===== src/rtl/rv_pkg.sv =====
// -----------------------------------------------------------------------------
// rv_pkg
// Definitions shared by the fetch front end and the control decoder of the
// single-cycle RISC-V core:
//   - fetch_state_e : states of the instruction fetch FSM
//   - NOP_INSTR     : canonical NOP (addi x0,x0,0)
//   - OPC_*         : opcode[6:2] field values used by the control decoder
//   - helpers       : instruction-length and PC-alignment predicates
// -----------------------------------------------------------------------------
package rv_pkg;

  typedef enum logic [2:0] {
    ST_REQ   = 3'd0,
    ST_WAIT  = 3'd1,
    ST_HOLD  = 3'd2,
    ST_DRAIN = 3'd3,
    ST_HALT  = 3'd4
  } fetch_state_e;

  localparam logic [31:0] NOP_INSTR = 32'h0000_0013;

  localparam logic [4:0] OPC_RTYPE  = 5'b01100;
  localparam logic [4:0] OPC_LOAD   = 5'b00000;
  localparam logic [4:0] OPC_STORE  = 5'b01000;
  localparam logic [4:0] OPC_BRANCH = 5'b11000;
  localparam logic [4:0] OPC_ITYPE  = 5'b00100;
  localparam logic [4:0] OPC_JAL    = 5'b11011;
  localparam logic [4:0] OPC_LUI    = 5'b01101;

  // A 32-bit RISC-V encoding always has its two low bits set.
  function automatic logic is_not_32bit(input logic [31:0] word);
    return (word[1:0] != 2'b11);
  endfunction

  // Instruction addresses must be word aligned (no compressed support).
  function automatic logic is_misaligned(input logic [31:0] addr);
    return (addr[1:0] != 2'b00);
  endfunction

endpackage


===== src/rtl/instr_fetch_if.sv =====
// -----------------------------------------------------------------------------
// instr_fetch_if
// Bundles the two handshakes of the fetch front end:
//   - instruction memory : imem_req/imem_addr/imem_ready (request channel),
//                          imem_rvalid/imem_rdata (response channel)
//   - decode stage       : instr/instr_pc/instr_valid/instr_ready, plus the
//                          illegal_instr flag qualified by instr_valid
// master : the fetch unit; slave : memory + decode side.
// -----------------------------------------------------------------------------
interface instr_fetch_if;

  logic        imem_req;
  logic [31:0] imem_addr;
  logic        imem_ready;
  logic        imem_rvalid;
  logic [31:0] imem_rdata;
  logic [31:0] instr;
  logic [31:0] instr_pc;
  logic        instr_valid;
  logic        instr_ready;
  logic        illegal_instr;

  modport master (
    output imem_req, imem_addr, instr, instr_pc, instr_valid, illegal_instr,
    input  imem_ready, imem_rvalid, imem_rdata, instr_ready
  );

  modport slave (
    input  imem_req, imem_addr, instr, instr_pc, instr_valid, illegal_instr,
    output imem_ready, imem_rvalid, imem_rdata, instr_ready
  );

endinterface


===== src/rtl/instr_fetch.sv =====
// -----------------------------------------------------------------------------
// instr_fetch
// Fetch front end of the single-cycle RISC-V core. Owns the PC, issues one
// outstanding word request at a time to instruction memory and holds each
// fetched word (with its PC) for decode until it is consumed.
// Ports:
//   clk            : system clock, rising edge
//   rst            : synchronous, active-high reset
//   bus            : instr_fetch_if.master (imem request/response, decode
//                    handshake, illegal_instr)
//   redirect_valid : branch/jump target valid, highest priority event
//   redirect_pc    : new PC
//   misalign_fault : sticky, set by a redirect to a non-word-aligned PC;
//                    the unit halts until rst
// -----------------------------------------------------------------------------
module instr_fetch
  import rv_pkg::*;
#(
  parameter logic [31:0] RESET_PC  = 32'h0000_0000,
  parameter logic [31:0] NOP_INSTR = 32'h0000_0013
) (
  input  logic                 clk,
  input  logic                 rst,
  instr_fetch_if.master        bus,
  input  logic                 redirect_valid,
  input  logic [31:0]          redirect_pc,
  output logic                 misalign_fault
);

  fetch_state_e state_r, state_nxt_s;
  logic [31:0]  pc_r, pc_nxt_s;
  logic [31:0]  instr_r, instr_nxt_s;
  logic [31:0]  instr_pc_r, instr_pc_nxt_s;
  logic         instr_valid_r, instr_valid_nxt_s;
  logic         misalign_r, misalign_nxt_s;

  // Next-state / datapath update; redirect outranks every other event.
  always_comb begin
    state_nxt_s       = state_r;
    pc_nxt_s          = pc_r;
    instr_nxt_s       = instr_r;
    instr_pc_nxt_s    = instr_pc_r;
    instr_valid_nxt_s = instr_valid_r;
    misalign_nxt_s    = misalign_r;

    if (state_r == ST_HALT) begin
      // Only rst leaves HALT; redirects and responses are ignored.
      instr_valid_nxt_s = 1'b0;
      instr_nxt_s       = NOP_INSTR;
    end else if (redirect_valid) begin
      pc_nxt_s          = redirect_pc;
      instr_valid_nxt_s = 1'b0;
      instr_nxt_s       = NOP_INSTR;
      if (is_misaligned(redirect_pc)) begin
        misalign_nxt_s = 1'b1;
        state_nxt_s    = ST_HALT;
      end else begin
        case (state_r)
          // An accepted request still owes a response that must be dropped.
          ST_REQ:   state_nxt_s = bus.imem_ready  ? ST_DRAIN : ST_REQ;
          ST_WAIT:  state_nxt_s = bus.imem_rvalid ? ST_REQ   : ST_DRAIN;
          ST_HOLD:  state_nxt_s = ST_REQ;
          ST_DRAIN: state_nxt_s = bus.imem_rvalid ? ST_REQ   : ST_DRAIN;
          default:  state_nxt_s = ST_HALT;
        endcase
      end
    end else begin
      case (state_r)
        ST_REQ: begin
          if (bus.imem_ready) begin
            state_nxt_s = ST_WAIT;
          end else begin
            state_nxt_s = ST_REQ;
          end
        end
        ST_WAIT: begin
          if (bus.imem_rvalid) begin
            instr_nxt_s       = bus.imem_rdata;
            instr_pc_nxt_s    = pc_r;
            instr_valid_nxt_s = 1'b1;
            pc_nxt_s          = pc_r + 32'd4;
            state_nxt_s       = ST_HOLD;
          end else begin
            state_nxt_s = ST_WAIT;
          end
        end
        ST_HOLD: begin
          if (bus.instr_ready) begin
            instr_valid_nxt_s = 1'b0;
            instr_nxt_s       = NOP_INSTR;
            state_nxt_s       = ST_REQ;
          end else begin
            state_nxt_s = ST_HOLD;
          end
        end
        ST_DRAIN: begin
          // The stale response is swallowed here, never loaded into instr.
          if (bus.imem_rvalid) begin
            state_nxt_s = ST_REQ;
          end else begin
            state_nxt_s = ST_DRAIN;
          end
        end
        default: state_nxt_s = ST_HALT;
      endcase
    end
  end

  // State, PC and decode-facing registers with synchronous reset.
  always_ff @(posedge clk) begin
    if (rst) begin
      state_r       <= ST_REQ;
      pc_r          <= RESET_PC;
      instr_r       <= NOP_INSTR;
      instr_pc_r    <= 32'h0000_0000;
      instr_valid_r <= 1'b0;
      misalign_r    <= 1'b0;
    end else begin
      state_r       <= state_nxt_s;
      pc_r          <= pc_nxt_s;
      instr_r       <= instr_nxt_s;
      instr_pc_r    <= instr_pc_nxt_s;
      instr_valid_r <= instr_valid_nxt_s;
      misalign_r    <= misalign_nxt_s;
    end
  end

  // Request is a decode of the state register; masked while rst is high so
  // nothing is issued during the reset cycle.
  assign bus.imem_req      = (state_r == ST_REQ) && !rst;
  assign bus.imem_addr     = pc_r;
  assign bus.instr         = instr_r;
  assign bus.instr_pc      = instr_pc_r;
  assign bus.instr_valid   = instr_valid_r;
  assign bus.illegal_instr = is_not_32bit(instr_r);
  assign misalign_fault    = misalign_r;

endmodule


===== src/flat_wrapper.sv =====
// flat-port wrapper written by rule: the top's interface ports become plain ports
module instr_fetch_flat import rv_pkg::*;
#(
  parameter logic [31:0] RESET_PC  = 32'h0000_0000,
  parameter logic [31:0] NOP_INSTR = 32'h0000_0013
)
  (clk, rst, redirect_valid, redirect_pc, misalign_fault, bus_imem_req, bus_imem_addr, bus_instr, bus_instr_pc, bus_instr_valid, bus_illegal_instr, bus_imem_ready, bus_imem_rvalid, bus_imem_rdata, bus_instr_ready);
  instr_fetch_if bus_i ();
  input  logic clk;
  input  logic rst;
  input  logic redirect_valid;
  input  logic [31:0] redirect_pc;
  output logic misalign_fault;
  output wire logic [$bits(bus_i.imem_req)-1:0] bus_imem_req;
  output wire logic [$bits(bus_i.imem_addr)-1:0] bus_imem_addr;
  output wire logic [$bits(bus_i.instr)-1:0] bus_instr;
  output wire logic [$bits(bus_i.instr_pc)-1:0] bus_instr_pc;
  output wire logic [$bits(bus_i.instr_valid)-1:0] bus_instr_valid;
  output wire logic [$bits(bus_i.illegal_instr)-1:0] bus_illegal_instr;
  input wire logic [$bits(bus_i.imem_ready)-1:0] bus_imem_ready;
  input wire logic [$bits(bus_i.imem_rvalid)-1:0] bus_imem_rvalid;
  input wire logic [$bits(bus_i.imem_rdata)-1:0] bus_imem_rdata;
  input wire logic [$bits(bus_i.instr_ready)-1:0] bus_instr_ready;
  assign bus_imem_req = bus_i.imem_req;
  assign bus_imem_addr = bus_i.imem_addr;
  assign bus_instr = bus_i.instr;
  assign bus_instr_pc = bus_i.instr_pc;
  assign bus_instr_valid = bus_i.instr_valid;
  assign bus_illegal_instr = bus_i.illegal_instr;
  assign bus_i.imem_ready = bus_imem_ready;
  assign bus_i.imem_rvalid = bus_imem_rvalid;
  assign bus_i.imem_rdata = bus_imem_rdata;
  assign bus_i.instr_ready = bus_instr_ready;
  instr_fetch #(.RESET_PC(RESET_PC), .NOP_INSTR(NOP_INSTR)) u_core (.clk(clk), .rst(rst), .bus(bus_i), .redirect_valid(redirect_valid), .redirect_pc(redirect_pc), .misalign_fault(misalign_fault));
endmodule

===== config.mk =====
export PLATFORM = sky130hd
export DESIGN_NAME = instr_fetch_flat
export DESIGN_NICKNAME = d
export VERILOG_FILES = /design/src/rtl/rv_pkg.sv /design/src/rtl/instr_fetch_if.sv /design/src/rtl/instr_fetch.sv /design/src/flat_wrapper.sv
export SDC_FILE = /design/constraint.sdc
export NUM_CORES = 1
export LEC_CHECK = 0
export ABC_CLOCK_PERIOD_IN_PS = 1930
export BUFFER_PORTS_ARGS = -buffer_cell sky130_fd_sc_hd__buf_2
export CAP_MARGIN = 20
export CORE_UTILIZATION = 30
export CTS_CLUSTER_DIAMETER = 50
export DETAILED_ROUTE_END_ITERATION = 12
export GPL_TIMING_DRIVEN = 0
export PLACE_DENSITY_LB_ADDON = 0.15
export RECOVER_POWER = 50
export SLEW_MARGIN = 20
export SYNTH_ARGS = -nofsm -noshare
export SYNTH_HDL_FRONTEND = slang
export SYNTH_SLANG_ARGS = --single-unit

===== constraint.sdc =====
create_clock -name clk -period 1.93 [get_ports clk]
set_input_delay 0.193 -clock clk [delete_from_list [all_inputs] [get_ports clk]]
set_output_delay 0.193 -clock clk [all_outputs]
set_load 0.1 [all_outputs]

=== Word-level counts from Yosys, hierarchy flattened ===
Cells that the tools add are included.

* Add/subtract/negate cells: 1
* Equality and inequality tests: 7
* Muxes and demuxes: 18
* Bitwise gates (word level): 2
* Reductions and logical operators: 13

{| class="wikitable"
|+ Operators by type and width
! cell !! count
|-
| $mux 32 || 5
|-
| $pmux 32 s2 || 1
|-
| $add 32x3->32 const B || 1
|-
| $pmux 3 s4 || 1
|-
| $pmux 3 s3 || 1
|-
| $reduce_and 3->1 || 3
|-
| $mux 2 || 4
|-
| $reduce_bool 2->1 || 4
|-
| $eq 3x2->1 const B || 2
|-
| $mux 3 || 2
|-
| $ne 2x2->1 const B || 3
|-
| $reduce_and 4->1 || 1
|-
| $eq 3x1->1 const B || 1
|-
| $eq 3x3->1 const B || 1
|-
| $logic_not 3->1 || 1
|-
| $mux 1 || 3
|-
| $reduce_or 3->1 || 1
|-
| $not 1->1 || 2
|-
| $pmux 1 s2 || 1
|-
| $reduce_or 2->1 || 1
|-
| $logic_and 1x1->1 || 1
|-
| $logic_not 1->1 || 1
|}

* Register bits: 101
* Input bits: 70

=== Longest topological paths before layout ===
Gate-level depths: netlist of run 1.

* Depth in word-level cells: 5
* Depth in mapped cells: 7
* Depth with buffers taken out: 5

=== Worst setup path after synthesis of run 1 ===
No wires, ideal clock.

* Path type: input -> output
* From: input rst
* To: output bus_imem_req
* Arrival: 3609 ps
* Setup slack: -1872 ps
* Cell stages on the path: 4
* Path buffers: 3
* Cell sequence: clkbuf_1 -> clkbuf_1 -> buf_1 -> nor4_1

* Longest elaborated chain between the ends: 2

{| class="wikitable"
|+ RTL lines
! what !! line !! RTL
|-
| start, declared || flat_wrapper.sv:10 || <nowiki>input logic rst;</nowiki>
|-
| $logic_not 1->1 || instr_fetch.sv:130 || <nowiki>assign bus.imem_req = (state_r == ST_REQ) && !rst;</nowiki>
|-
| $logic_and 1x1->1 || instr_fetch.sv:130 ||
|-
| end, declared || flat_wrapper.sv:14 || <nowiki>output wire logic [$bits(bus_i.imem_req)-1:0] bus_imem_req;</nowiki>
|}

No other way between the ends.

=== Worst setup path after layout of run 1 ===
* From: register u_core.pc_r[4], in the netlist u_core.bus.imem_addr[4]
* To: register u_core.pc_r[19], in the netlist u_core.bus.imem_addr[19]

* Longest elaborated chain between the ends: 4

{| class="wikitable"
|+ RTL lines
! what !! line !! RTL
|-
| start, declared || instr_fetch.sv:31 || <nowiki>logic [31:0] pc_r, pc_nxt_s;</nowiki>
|-
| start signal, assigned || instr_fetch.sv:120 || <nowiki>pc_r <= pc_nxt_s;</nowiki>
|-
| $add 32x3->32 || instr_fetch.sv:81 || <nowiki>pc_nxt_s = pc_r + 32'd4;</nowiki>
|-
| $mux 32 || instr_fetch.sv:77 || <nowiki>if (bus.imem_rvalid) begin</nowiki>
|-
| $mux 32 || instr_fetch.sv:68 || <nowiki>case (state_r)</nowiki>
|-
| $mux 32 || instr_fetch.sv:50 || <nowiki>end else if (redirect_valid) begin</nowiki>
|}

No other way between the ends. The select of a mux whose other input is x is not followed.
A chain may end at the register's enable or synchronous reset.

==> summary.txt, run 1 <==
Clock tree
  • CTS max path bufs: 2
  • CTS buffer count: 9
  • CTS root buf: clkbuf_16
  • CTS tree: yes
  • Clock Latency Late Sink: 360 ps
  • Clock-pin slew on the worst setup and hold paths: 80 ps
  • H-tree levels: 3
  • CTS hold repair buffers: 0
  • Clock sinks: about 100

Routing
  • Initial DRC Count: 276
  • Post-DR vias/cell: 5.330
  • Initial DRT Pass Iterations: 5
  • Antenna-violating nets left: 0
  • Drt wl/cell: 17.50 um
  • DR vias: 5250
  • DRC: 0
  • Total Routed Length: 17.24 mm

STA
  • Hold Fails Final Rpt: 0
  • Worst setup slack after layout: roughly 38 ps
  • Minimum clock period: 1892 ps
  • Setup-failing EPs final: 0
  • Max transition margin: between 40% and 50%
  • Slew Viols, Final: 0
  • Tcrit/Tclk final: between 90% and 100%
  • Maximum clock rate: between 0.5 and 0.6 GHz
  • Fin Clk Skew: between 6 and 7 ps
  • Worst slew pin tran: ~800 ps

Global routing
  • Antenna violations before repair: 0
  • Vias in the first global route: 4940
  • First-pass GRT wire length: 26.64 mm
  • GR Overflow Total: 0
  • Pin count of the biggest net entering global routing: 19
  • GRT Total Usage: 21.12%

Hold path
  • HP Class: input port to flip-flop
  • WHS Path Cells: 3

Synth
  • Mapped Cells: 583
  • Net count after synthesis: 654
  • Mapped cell area: 4701 um^2
  • Synth area leaders: dfxtp_1, nand2_1, a21oi_1, a22oi_1, nor2_1
  • EDFF count, synth: 0
  • Area share of the largest cell type after synthesis: a little over two fifths
  • Synth cell types: 66
  • #FFs+latches synth: just over 100
  • Synth area leader: dfxtp_1
  • Async set or reset register ratio after synthesis: 0%
  • Most used DFF post-synth: dfxtp_1
  • Mean Syn Cell Area: 8.063 um^2
  • Seq/Total Area, Yosys: between 40% and 50%
  • YS warnings: 0

Finish
  • Synth-to-layout area growth: 36.52%
  • Most frequent cells in the layout: clkbuf_2, nand2_1, buf_2
  • Nets: 840
  • Multi-input logic area: 2547 um^2
  • Final core utilization: 42.06%
  • Design Area, Final: 6417 um^2
  • # diodes: 0
  • Finished Layout Cells: 985
  • FF+latch area: between 2000 and 2500 um^2
  • Fillers: around 1.6k
  • Share of cells above drive strength 1: 35.27%
  • Commonest non-fill, non-tap cell in the layout: clkbuf_2

Power
  • Total power: 5.167 mW
  • Worst vdd ir: 413.4 uV
  • LEAKAGE: roughly 2.5 nW
  • Cell Pwr Density: 805.2 nW/um^2

Run
  • Max-cap violations: 0

Outcome
  • Status: completed

Floorplan
  • Row count: 45
  • Core area: 15260 um^2
  • Chip width: 127.2 um
  • Die height: ~130 um
  • Die area: approximately 16000 um^2
  • Initial Util: 30.81%
  • Num ports: 170

Critical path
  • Reg2Reg Depth: 6
  • Worst Path Arrival: 2130 ps
  • Critical Path Sink Type: flip-flop
  • Worst Path Max Fanout: 9
  • CP startpoint kind: flip-flop
  • Setup CP Type: flip-flop to flip-flop
  • Data required, critical path: 2170 ps
  • FF-to-FF setup slack: 40 ps

Placement
  • Port Buffer Count: 169
  • Placer Congestion: 0.8408
  • Dpl cells: ~960
  • Area after DPL: 5936 um^2
  • Pre-CTS setup slack: -468.2 ps
  • Half-perimeter wire length after placement: between 10 and 15 mm
[worst max-delay path, stage by stage (launching register included)]
cell      delay [ps]
dfxtp_4          350
buf_6            130
nand3_4          100
or4_4            550
buf_6            150
o2111a_1         220
a221o_1          280
[through the flow]
stage	setup TNS [ps]	hold WS, ps
floorplan	-250.6	329.0
finish	0	76.59
global placement	-22910	431.3
detailed placement	-25370	438.0
CTS	0	65.65
global route	-8.670	83.86
[power by group]
part	internal (mW)	switching, mW	total [mW]
sequential	2.14	0.111	2.25
clock	1.03	0.888	1.92
combinational	0.245	0.754	1.00
total	3.41	1.75	5.17
[kinds of logic after synthesis]
logic type / share of synthesized area, %
buffers and inverters: 5.217
muxes: 0.6388
AOI/OAI and AO/OA: 25.58
and+or+nand+nor: 25.10
xor gates and xnor gates: 0.1864
DFF: 43.01
adders and majority gates: 0.2661
[worst paths after layout]
path	from	end
worst max register to register	u_core.bus.imem_addr[4]	u_core.bus.imem_addr[19]
worst min-delay path	bus_imem_rdata[4]	u_core.bus.instr[4]
worst max-delay path	u_core.bus.imem_addr[4]	u_core.bus.imem_addr[19]
worst min register to register	u_core.bus.instr_pc[17]	u_core.bus.instr_pc[17]
[what timing repair did]
action / CTS / global route
cloned: 0 / 0
pin swaps: 3 / 2
buffers inserted: 1 / 7
endpoints found under the setup margin: 90 / 88
resized for setup: 25 / 17
[registers in the layout, summed over array words and instances, names as in the netlist]
| signal | flops |
|---|---|
| u_core.bus.instr_pc | 32 |
| u_core.bus.instr_valid | 1 |
| u_core.bus.instr | 32 |
| u_core.state_r | 3 |
| u_core.misalign_fault | 1 |
| u_core.bus.imem_addr | 32 |
[cell type report]
class | count | share of cell area [%]
multi-input cells | 422 | 39.70
flip-flops and latches | 101 | 32.60
repair buffers | 177 | 14.14
plain buffers | 51 | 4.289
well taps | 211 | 4.114
clock buffers | 9 | 3.509
clock inverters | 7 | 1.248
inverters | 7 | 0.4094
[layer usage]
metal	wire length, um	vias up	GRT usage, %	part of all wire, %
met2	7781	257	33.32	45
met5	0	-	0	0
met1	7750	2453	28.33	45
met4	297	0	8.263	1.7
li1	-	2513	-	-
met3	1408	27	4.271	8.2
[Yosys cell counts, drive strengths merged (2+ instances only)]
cell type	number
a211oi	10
a21boi	6
a21oi	56
a22o	2
a22oi	30
a311o	3
a31o	4
a31oi	7
a32o	4
and2	7
and3	6
and4	7
buf	22
clkbuf	31
dfxtp	101
inv	6
mux2i	3
nand2	94
nand2b	2
nand3	9
nand3b	2
nand4	20
nand4b	2
nor2	50
nor2b	2
nor3	10
nor3b	2
nor4	13
nor4b	3
o211ai	16
o21a	2
o21ai	15
o21bai	2
o22ai	5
o41ai	3
or2	4
or4	2
Power figures use the tool's default switching activity.
==> inputs of run 2 (changes only) <==
--- a/config.mk
+++ b/config.mk
@@ -5,7 +5,7 @@
 export SDC_FILE = /design/constraint.sdc
 export NUM_CORES = 1
 export LEC_CHECK = 0
-export ABC_CLOCK_PERIOD_IN_PS = 1930
+export ABC_CLOCK_PERIOD_IN_PS = 2100
 export BUFFER_PORTS_ARGS = -buffer_cell sky130_fd_sc_hd__buf_2
 export CAP_MARGIN = 20
 export CORE_UTILIZATION = 30
@@ -18,3 +18,4 @@
 export SYNTH_ARGS = -nofsm -noshare
 export SYNTH_HDL_FRONTEND = slang
 export SYNTH_SLANG_ARGS = --single-unit
+export TNS_END_PERCENT = 20
==> constraint.sdc (replaced) <==
create_clock -name clk -period 2.1 [get_ports clk]
set_input_delay 0.21 -clock clk [delete_from_list [all_inputs] [get_ports clk]]
set_output_delay 0.21 -clock clk [all_outputs]
set_load 0.1 [all_outputs]
==> run 2 against run 1 <==
Net effect: the flow now finishes with violations (negative setup slack); via count down 0.32%; non-clock buffer count down 7; first-iteration DRC count up 25%; worst setup slack worse by 80 ps; sequential share of layout area up 1.0 points; hold slack better by 18 ps; core utilization down 1.7 points; cell area down 4.0%.
==> summary.txt, run 2 (same netlist as run 1, synthesis figures left out) <==
Finish
  • Most frequent cells in the layout: clkbuf_1, buf_2, nand2_1
  • FF+latch area: 2073 um^2 (-0.90%)
  • Nets: 833 (-0.83%)
  • Fillers: 1607 (+1.3%)
  • # diodes: 0 (unchanged)
  • Synth-to-layout area growth: 31.09%
  • Commonest non-fill, non-tap cell in the layout: clkbuf_1
  • Finished Layout Cells: 978 (-0.71%)
  • Share of cells above drive strength 1: 21.90% (-13 points)
  • Multi-input logic area: 2480 um^2 (-2.7%)

Placement
  • Port Buffer Count: 169 (unchanged)
  • Half-perimeter wire length after placement: 12.64 mm (+1.4%)
  • Placer Congestion: 0.8757 (+4.2%)
  • Dpl cells: 963 (unchanged)

STA
  • Slew Viols, Final: 0 (unchanged)
  • Max transition margin: 20.14% (-26 points)
  • Minimum clock period: 2142 ps (+249.5 ps)
  • Worst setup slack after layout: -41.81 ps (-79.51 ps)
  • Setup-failing EPs final: 1 (+1)
  • Maximum clock rate: 0.4669 GHz (-12%)
  • RSZ-0062 raised after global routing: true
  • Hold Fails Final Rpt: 0 (unchanged)
  • Worst slew pin tran: 1203 ps (+405.6 ps)
  • Tcrit/Tclk final: 102.0% (+3.9 points)
  • Fin Clk Skew: 6.513 ps (+0.3899 ps)

Critical path
  • Worst Path Arrival: 2390 ps (+260 ps)
  • CP Capture Point: u_core.bus.imem_addr[28]
  • Worst Path Max Fanout: 9 (unchanged)
  • FF-to-FF setup slack: -40 ps (-80 ps)
  • Reg2Reg Depth: 5 (-1)
  • Data required, critical path: 2350 ps (+180 ps)
  • Critical Path Sink Type: flip-flop
  • Reg2Reg Launch Point: u_core.bus.imem_addr[2]
  • CP startpoint: u_core.bus.imem_addr[2]
  • Worst R2R End: u_core.bus.imem_addr[28]
  • CP startpoint kind: flip-flop
  • Setup CP Type: flip-flop to flip-flop

Clock tree
  • CTS tree: yes
  • Clock sinks: 101 (unchanged)
  • Post-CTS setup buffers: 0 (-1)
  • CTS root buf: clkbuf_16
  • Clock Latency Late Sink: 360 ps (about the same)
  • Clock-pin slew on the worst setup and hold paths: 70 ps (about the same)
  • H-tree levels: 3 (unchanged)
  • CTS max path bufs: 2 (unchanged)
  • CTS buffer count: 9 (unchanged)

Power
  • Cell Pwr Density: 779.5 nW/um^2 (-3.2%)
  • Comb pwr share: 18.8% (-0.5 points)
  • Total power: 4.803 mW (-7.0%)
  • Sw frac: 33.52% (-0.42 points)
  • LEAKAGE: 2.154 nW (-14%)
  • Switching pwr: 1.610 mW (-8.2%)
  • Reg power frac: 42.9% (-0.7 points)
  • Worst vdd ir: 432.6 uV (+4.6%)
  • Internal Power: 3.193 mW (-6.5%)
  • Clock power share: 38.3% (+1.2 points)

Hold path
  • HP Class: input port to flip-flop

Outcome
  • Status: finished, violations left
  • Failing checks: negative setup slack

Run
  • Max-cap violations: 0 (unchanged)

Routing
  • Drt wl/cell: 17.54 um (+0.24%)
  • Total Routed Length: 17.16 mm (-0.48%)
  • Post-DR vias/cell: 5.351 (+0.39%)
  • Initial DRT Pass Iterations: 5 (unchanged)
  • Initial DRC Count: 346 (+25%)
  • Antenna-violating nets left: 0 (unchanged)
  • DR vias: 5233 (-0.32%)
  • DRC: 0 (unchanged)

Global routing
  • Vias in the first global route: 4907 (-0.67%)
  • GR Overflow Total: 0 (unchanged)
  • First-pass GRT wire length: 26.71 mm (+0.26%)
  • GRT Total Usage: 21.40% (+0.28 points)
  • Antenna violations before repair: 1 (+1)
  • Pin count of the biggest net entering global routing: 19 (unchanged)

Floorplan
  • Core area: 15260 um^2 (unchanged)
  • Initial Util: 30.81% (unchanged)
  • Chip width: 127.2 um (unchanged)
  • Row count: 45 (unchanged)
  • Num ports: 170 (unchanged)
  • Die area: 16170 um^2 (unchanged)
  • Die height: 127.2 um (unchanged)
==> run 2: worst min path at each step <==
stage                                  startpoint                 endpoint  slack [ps]  cells after the start
after CTS                       bus_imem_rdata[0]      u_core.bus.instr[0]          80                      3
after floorplan                    redirect_pc[0]  u_core.bus.imem_addr[0]         350                      2
after global routing            bus_imem_rdata[0]      u_core.bus.instr[0]          90                      3
final                           bus_imem_rdata[0]      u_core.bus.instr[0]         100                      3
after detailed placement  u_core.bus.instr_pc[18]  u_core.bus.instr_pc[18]         440                      2
after global placement    u_core.bus.instr_pc[26]  u_core.bus.instr_pc[26]         440                      2
==> run 2: layout make-up <==
cell class | instances | area share, %
multi-input cells | 422 | 40.24
flip-flops and latches | 101 | 33.64
repair buffers | 169 | 12.10
well taps | 211 | 4.284
clock buffers | 10 | 4.061
plain buffers | 52 | 4.041
clock inverters | 6 | 1.198
inverters | 7 | 0.4264
==> run 2: power groups by stage <==
stage	Combinational [mW]	Clock, mW	Sequential (mW)
6_report	0.902	1.84	2.06
5_1_grt	0.953	1.97	2.07
4_1_cts	0.906	1.88	2.06
3_5_place_dp	0.899	0	2.10
3_3_place_gp	0.892	0	2.10
2_1_floorplan	0.288	0	2.45
==> run 2: layer usage <==
metal | vias up | GRT usage (%) | wire length (um)
met5 | - | 0 | 0
met4 | 0 | 8.964 | 294
met3 | 21 | 4.606 | 1542
met2 | 244 | 34.03 | 7821
met1 | 2465 | 28.08 | 7497
li1 | 2503 | - | -
==> run 2: repair_timing <==
action	in CTS	in global routing
gates resized for setup	10	11
hold buffers	0	0
setup endpoints to repair	82	87
pin swaps	0	3
==> run 2: stage by stage <==
step / instance area (um^2) / setup WS (ps) / hold WS, ps / utilization, % / TNS [ps]
after global placement: 5893 / -391.1 / 439.7 / 38.62 / -3742
after CTS: 6245 / 3.894 / 75.61 / 40.93 / 0
after global routing: 6162 / -121.2 / 91.80 / 40.39 / -613.2
after detailed placement: 5893 / -401.8 / 444.2 / 38.62 / -6733
final: 6162 / -41.81 / 95.04 / 40.39 / -41.81
after floorplan: 4783 / 12.89 / 346.0 / - / 0
==> run 2: worst max-delay path, stage by stage (launching register included) <==
cell and delay [ps]:
dfxtp_2 430, ha_1 290, nand4_1 290, nor3_1 550
nand2_1 100, a311o_1 360
